===== config.mk =====
export PLATFORM = sky130hd
export DESIGN_NAME = qnet_rx_deframer
export DESIGN_NICKNAME = d
export VERILOG_FILES = /design/src/rtl/qnet_pkg.sv /design/src/rtl/qnet_rx_fifo2.sv /design/src/rtl/qnet_rx_deframer.sv
export SDC_FILE = /design/constraint.sdc
export NUM_CORES = 1
export LEC_CHECK = 0
export CORE_UTILIZATION = 30
export CTS_BUF_LIST = sky130_fd_sc_hd__clkbuf_16
export CTS_CLUSTER_SIZE = 16
export DETAILED_ROUTE_END_ITERATION = 10
export GPL_TIMING_DRIVEN = 0
export RECOVER_POWER = 25
export SLEW_MARGIN = 15
export SYNTH_ARGS = -nofsm -noshare
export SYNTH_HDL_FRONTEND = slang
export SYNTH_SLANG_ARGS = --single-unit

===== constraint.sdc =====
create_clock -name t_clk_i -period 3.2 [get_ports t_clk_i]
set_clock_uncertainty 0.2 [all_clocks]
set_input_delay 0.32 -clock t_clk_i [delete_from_list [all_inputs] [get_ports t_clk_i]]
set_output_delay 0.32 -clock t_clk_i [all_outputs]
set_load 0.05 [all_outputs]

===== src/rtl/qnet_pkg.sv =====
// Shared QNET types: header layout, RX deframer state and buffered command record.
package qnet_pkg;

  localparam logic [9:0] BCAST_ID_DEF = 10'h3FF;

  localparam int unsigned HDR_OP_LSB    = 59;
  localparam int unsigned HDR_FLAGS_LSB = 55;
  localparam int unsigned HDR_DST_MSB   = 54;
  localparam int unsigned HDR_DST_LSB   = 45;
  localparam int unsigned HDR_SRC_LSB   = 35;

  typedef struct packed {
    logic [4:0]  op;
    logic [3:0]  flags;
    logic [9:0]  dst;
    logic [9:0]  src;
    logic [34:0] rsvd;
  } TYPE_QNET_HDR;

  typedef enum logic [1:0] {IDLE, DATA, DROP} TYPE_RX_ST;

  // data[0] is the upper word of the data beat, so {data} equals the beat itself.
  typedef struct packed {
    logic [63:0]       header;
    logic [0:1][31:0]  data;
    logic [31:0]       tstamp;
  } TYPE_RX_CMD;

  localparam int unsigned RX_CMD_W = $bits(TYPE_RX_CMD);

endpackage


===== src/rtl/qnet_rx_fifo2.sv =====
// Two-entry command FIFO; head is presented combinationally from storage registers.
module qnet_rx_fifo2
  import qnet_pkg::*;
(
  input  logic                t_clk_i,
  input  logic                t_rst_ni,
  input  logic                push_i,
  input  logic [RX_CMD_W-1:0] wdata_i,
  input  logic                pop_i,
  output logic [RX_CMD_W-1:0] rdata_o,
  output logic                full_o,
  output logic                empty_o
);

  logic [RX_CMD_W-1:0] mem_q [2];
  logic                wr_ptr_q;
  logic                rd_ptr_q;
  logic [1:0]          cnt_q;
  logic                do_push;
  logic                do_pop;

  assign empty_o = (cnt_q == 2'd0);
  assign full_o  = (cnt_q == 2'd2);
  assign do_pop  = pop_i && !empty_o;
  // A pop frees the slot the same cycle, so push into a full FIFO succeeds then.
  assign do_push = push_i && (!full_o || do_pop);
  assign rdata_o = mem_q[rd_ptr_q];

  always_ff @(posedge t_clk_i or negedge t_rst_ni) begin
    if (!t_rst_ni) begin
      for (int i = 0; i < 2; i++) mem_q[i] <= '0;
      wr_ptr_q <= 1'b0;
      rd_ptr_q <= 1'b0;
      cnt_q    <= 2'd0;
    end else begin
      if (do_push) begin
        mem_q[wr_ptr_q] <= wdata_i;
        wr_ptr_q        <= ~wr_ptr_q;
      end
      if (do_pop) rd_ptr_q <= ~rd_ptr_q;
      cnt_q <= cnt_q + {1'b0, do_push} - {1'b0, do_pop};
    end
  end

endmodule


===== src/rtl/qnet_rx_deframer.sv =====
// QNET channel-A RX deframer: 2-beat packet assembly, destination filter, 2-deep command buffer.
// Optional QNET_RX_STATS_EN adds saturating packet/forward/error counters.
module qnet_rx_deframer
  import qnet_pkg::*;
#(
  parameter logic [9:0] BCAST_ID = BCAST_ID_DEF,
  parameter bit         FWD_EN   = 1'b1
) (
  input  logic        t_clk_i,
  input  logic        t_rst_ni,
  input  logic [9:0]  id_i,
  input  logic [47:0] t_time_abs,
  input  logic        rx_tvalid_i,
  input  logic [63:0] rx_tdata_i,
  input  logic        rx_tlast_i,
  output logic        cmd_req_o,
  input  logic        cmd_ack_i,
  output logic [63:0] cmd_header_o,
  output logic [63:0] cmd_data_o,
  output logic [31:0] cmd_time_o,
  output logic        fwd_req_o,
  output logic [63:0] fwd_header_o,
  output logic [63:0] fwd_data_o,
  output logic [2:0]  err_o,
  input  logic        err_clr_i
`ifdef QNET_RX_STATS_EN
  ,
  output logic [15:0] pkt_cnt_o,
  output logic [15:0] fwd_cnt_o,
  output logic [7:0]  err_cnt_o
`endif
);

  TYPE_RX_ST   state_q;
  logic [63:0] hdr_q;
  logic [63:0] data_q;
  logic [31:0] time_q;
  logic        push_q;
  logic        fwd_req_q;
  logic [2:0]  err_q;
  logic [2:0]  err_set;
  logic [9:0]  dst;
  logic        is_own;
  logic        is_bcast;
  logic        fwd_hit;
  logic        fifo_full;
  logic        fifo_empty;
  logic        unused_time;
  TYPE_RX_CMD  push_cmd;
  TYPE_RX_CMD  head_cmd;

  assign unused_time = ^t_time_abs[47:32];
  assign dst      = hdr_q[HDR_DST_MSB:HDR_DST_LSB];
  assign is_own   = (dst == id_i);
  assign is_bcast = (dst == BCAST_ID);
  assign fwd_hit  = FWD_EN && (is_bcast || !is_own);

  always_ff @(posedge t_clk_i or negedge t_rst_ni) begin
    if (!t_rst_ni) begin
      state_q   <= IDLE;
      hdr_q     <= '0;
      data_q    <= '0;
      time_q    <= '0;
      push_q    <= 1'b0;
      fwd_req_q <= 1'b0;
    end else begin
      push_q    <= 1'b0;
      fwd_req_q <= 1'b0;
      if (rx_tvalid_i) begin
        unique case (state_q)
          IDLE: begin
            if (!rx_tlast_i) begin
              hdr_q   <= rx_tdata_i;
              time_q  <= t_time_abs[31:0];
              state_q <= DATA;
            end
          end
          DATA: begin
            if (rx_tlast_i) begin
              data_q    <= rx_tdata_i;
              push_q    <= is_own || is_bcast;
              fwd_req_q <= fwd_hit;
              state_q   <= IDLE;
            end else begin
              state_q <= DROP;
            end
          end
          DROP: if (rx_tlast_i) state_q <= IDLE;
          default: state_q <= IDLE;
        endcase
      end
    end
  end

  // hdr_q/data_q still hold the completed packet in the cycle push_q/fwd_req_q are high.
  assign push_cmd.header = hdr_q;
  assign push_cmd.data   = data_q;
  assign push_cmd.tstamp = time_q;

  qnet_rx_fifo2 u_fifo (
    .t_clk_i  (t_clk_i),
    .t_rst_ni (t_rst_ni),
    .push_i   (push_q),
    .wdata_i  (push_cmd),
    .pop_i    (cmd_ack_i),
    .rdata_o  (head_cmd),
    .full_o   (fifo_full),
    .empty_o  (fifo_empty)
  );

  assign cmd_req_o    = !fifo_empty;
  assign cmd_header_o = head_cmd.header;
  assign cmd_data_o   = head_cmd.data;
  assign cmd_time_o   = head_cmd.tstamp;
  assign fwd_req_o    = fwd_req_q;
  assign fwd_header_o = hdr_q;
  assign fwd_data_o   = data_q;

  assign err_set[0] = rx_tvalid_i && (state_q == IDLE) && rx_tlast_i;
  assign err_set[1] = rx_tvalid_i && (state_q == DATA) && !rx_tlast_i;
  assign err_set[2] = push_q && fifo_full && !cmd_ack_i;

  always_ff @(posedge t_clk_i or negedge t_rst_ni) begin
    if (!t_rst_ni) begin
      err_q <= 3'b000;
    end else begin
      err_q <= (err_clr_i ? 3'b000 : err_q) | err_set;
    end
  end

  assign err_o = err_q;

`ifdef QNET_RX_STATS_EN
  logic [15:0] pkt_cnt_q;
  logic [15:0] fwd_cnt_q;
  logic [7:0]  err_cnt_q;
  logic        pkt_ok;

  assign pkt_ok = push_q && (!fifo_full || cmd_ack_i);

  always_ff @(posedge t_clk_i or negedge t_rst_ni) begin
    if (!t_rst_ni) begin
      pkt_cnt_q <= '0;
      fwd_cnt_q <= '0;
      err_cnt_q <= '0;
    end else if (err_clr_i) begin
      pkt_cnt_q <= '0;
      fwd_cnt_q <= '0;
      err_cnt_q <= '0;
    end else begin
      if (pkt_ok && (pkt_cnt_q != 16'hFFFF)) pkt_cnt_q <= pkt_cnt_q + 16'd1;
      if (fwd_req_q && (fwd_cnt_q != 16'hFFFF)) fwd_cnt_q <= fwd_cnt_q + 16'd1;
      if ((|err_set) && (err_cnt_q != 8'hFF)) err_cnt_q <= err_cnt_q + 8'd1;
    end
  end

  assign pkt_cnt_o = pkt_cnt_q;
  assign fwd_cnt_o = fwd_cnt_q;
  assign err_cnt_o = err_cnt_q;
`endif

endmodule


==> reports/summary.txt <==
Die height: 265 um
Netlist Area Pre-Place: 20,700 um2
Crit. End Element: primary output
Status: finished with violations
Core Box Area: 67,800 um2
Post-Syn Instances: 1,252
Crit Path Category: flip-flop to primary output
Detailed-route DRC error count: 0
Slew margin rel.: -35.8%
Mean Syn Cell Area: 16.5 um2
Delay of the slowest cell on the worst path: 0.74 ns
Largest family of logic cells by synthesized area: multiplexers
Critical path arrival: 2.59 ns
Nets: 1,850
Slowest CP cell: clkdlybuf4s50_1
Slew Limit Fails: 39
RSZ-0062 raised after global routing: no
Static leakage: 0.0134 uW
Ratio of cells with drive above 1 in the final layout: 44.8%
Rows: 95
Setup TNS: 0 ns
Final setup vio count: 0
Cells after DPL: 2,534
Vias post-DR: 12,161
Initial antenna violation count: 4
CP Max Fanout: 10
GRT overflow: 0
Num CTS Buffers: 55
Initial core utilization: 30.6%
Yosys warnings: 0
Largest net degree at the start of global routing: 103
Post-route insts no fill: 2,636
Vias in the first global route: 13,472
Final Cycle Share: 97.3%
Total count of hold-check failures in the final report: 0
Clk_lat worst skew: 0.59 ns
Io pins: 421
Number of flops mapped to enable cells by yosys: 0
Aggregate global-route resource usage: 16.5%
Minimum clock period: 3.11 ns
Post-DR vias/cell: 4.61
Ant. Diodes: 0
Synthesized Nets: 1,382
DRT Pass-1 Iters: 4
Dpl hpwl: 40,500 um
Die footprint: 70,100 um2
Die Wd: 265 um
Sequential fraction of the synthesis area: 59.3%
IO Port Bufs: 404
Maximum buffer depth of the clock tree: 3
Largest area contributor in the netlist: dfrtp_1
Critical Path Start Type: flip-flop
Distinct cells, synth: 31
Critical Path RT: 2.68 ns
Cell area after layout: 27,600 um2
Routed WL: 57,600 um
Worst Hold Class: primary input to flip-flop
Placed Area: 26,000 um2
Clock root buffer: clkbuf_16
Synth Area in Compound Gates: 0.211%
Clk pin slew, worst setup/hold paths: 0.06 ns
Post-layout util: 40.8%
Final ANT Viol Nets: 0
WL/cell: 21.9 um
Mux cell area share after synthesis: 36.6%
Synth Area in Adders: 0.121%
Most numerous cell in the Yosys netlist: mux2_2
Xor and xnor area share after synthesis: 0.592%
Max-cap viol count: 1
PD cells: 751 nW/um2
Area share of the largest cell type after synthesis: 59.3%
Worst Tran Pin Value: 2.04 ns
Global-route wire length before repair: 87,400 um
Htree depth: 2
Simple-gate area share of the yosys netlist: 0.689%
Clock sinks: 491
Post-synthesis register bit count: 491
Post-Place Worst Slack: -0.443 ns
Post-synth top flop: dfrtp_1
Area grow syn2layout: 33.3%
Ranking of synthesized cells by area: dfrtp_1, mux2_2, mux2_4
Final setup margin: 0.0863 ns
TritonCTS clock tree: yes
Failing checks: capacitance limit, slew limit
1st-iter DRT viols: 501
FMAX: 321 MHz
Peak VDD IR: 0.000555 V
Final GP Congestion: 0.811
Most frequent cells after synthesis: mux2_2, dfrtp_1, mux2_4, buf_2, buf_6
Post-synthesis async set-or-reset flop share: 100%
Crit path cell chain: clkbuf_4 > mux2_2 > clkdlybuf4s50_1
layout make-up:
cell class	count	area (um2)
repair buffers	412	4060
well taps	873	1090
clock inverters	45	337
multi-input cells	685	7910
flip-flops and latches	491	12300
plain buffers	69	529
fillers	6268	40100
clock buffers	55	1380
inverters	6	22.5
power by group:
part	internal, uW	leakage [uW]	total [uW]	switching, uW
logic	2450	0.00603	6570	4130
registers	7090	0.00650	8090	1010
clock network	3510	0.000895	6060	2550
path summary, 6_finish.rpt:
check	from	to	slack, ns	depth (start not counted)
min in group asynchronous	t_rst_ni	fwd_header_o[15]	0.21	3
worst min register to register	u_fifo.cnt_q[1]	u_fifo.cnt_q[1]	0.29	1
max in group asynchronous	t_rst_ni	u_fifo.mem_q[166]	0.59	5
worst max register to register	state_q[0]	fwd_header_o[17]	0.63	4
worst max-delay path	u_fifo.rd_ptr_q	cmd_data_o[46]	0.09	3
worst min-delay path	t_time_abs[0]	time_q[0]	0.15	2
registers in the layout (all words and copies together), names as in the netlist, 2 cells and up:
signal        cells
state_q           2
u_fifo.mem_q    320
fwd_data_o       64
u_fifo.cnt_q      2
time_q           32
err_o             3
fwd_header_o     64
routing by layer:
metal  GRT usage [%]  share of wire (%)  vias up
li1                -                  -     5433
met1            20.9                 43     6356
met2            27.2                 48      293
met3            4.79                6.6       77
met4            4.55                2.3        2
met5               0              0.026        -
placed cells by master (no fill, tap or decap), types with 21 or more instances in the layout:
master and instances:
dfrtp_1 491, mux2_2 540, clkbuf_16 55, buf_2 28, clkdlybuf4s50_1 300, mux2_4 100
inv_1 22, buf_6 21, dlygate4sd2_1 101
stage by stage:
step	total power, uW	hold slack (ns)
after floorplan	12000	-0.176
after CTS	21100	0.0182
after global placement	14700	0.265
after detailed placement	14800	0.0201
final	20700	0.147
after global routing	21600	0.131
logic make-up (layout without fill, tap and decap cells):
group | after synthesis | in the layout
XOR/XNOR | 14 | 14
multiplexers | 640 | 640
adder cells (fa/ha/maj) | 2 | 2
AND/OR/NAND/NOR | 22 | 22
AO/OA/AOI/OAI | 7 | 7
buffers and inverters | 76 | 587
flip-flops | 491 | 491
worst max-delay path: cells and delay by family (launching register included):
kind,cells,cell delay (ns)
muxes,1,0.37
DFF,1,0.52
buffers and inverters,2,1.11
timing repair:
action / 4_1_cts / 5_1_grt
hold buffers: 2 / 0
setup buffers: 0 / 0
pin swaps: 0 / 0
resized for setup: 124 / 2
setup endpoints to repair: 160 / 2
endpoints found under the hold margin: 116 / 0
(Power assumes the default switching activity.)
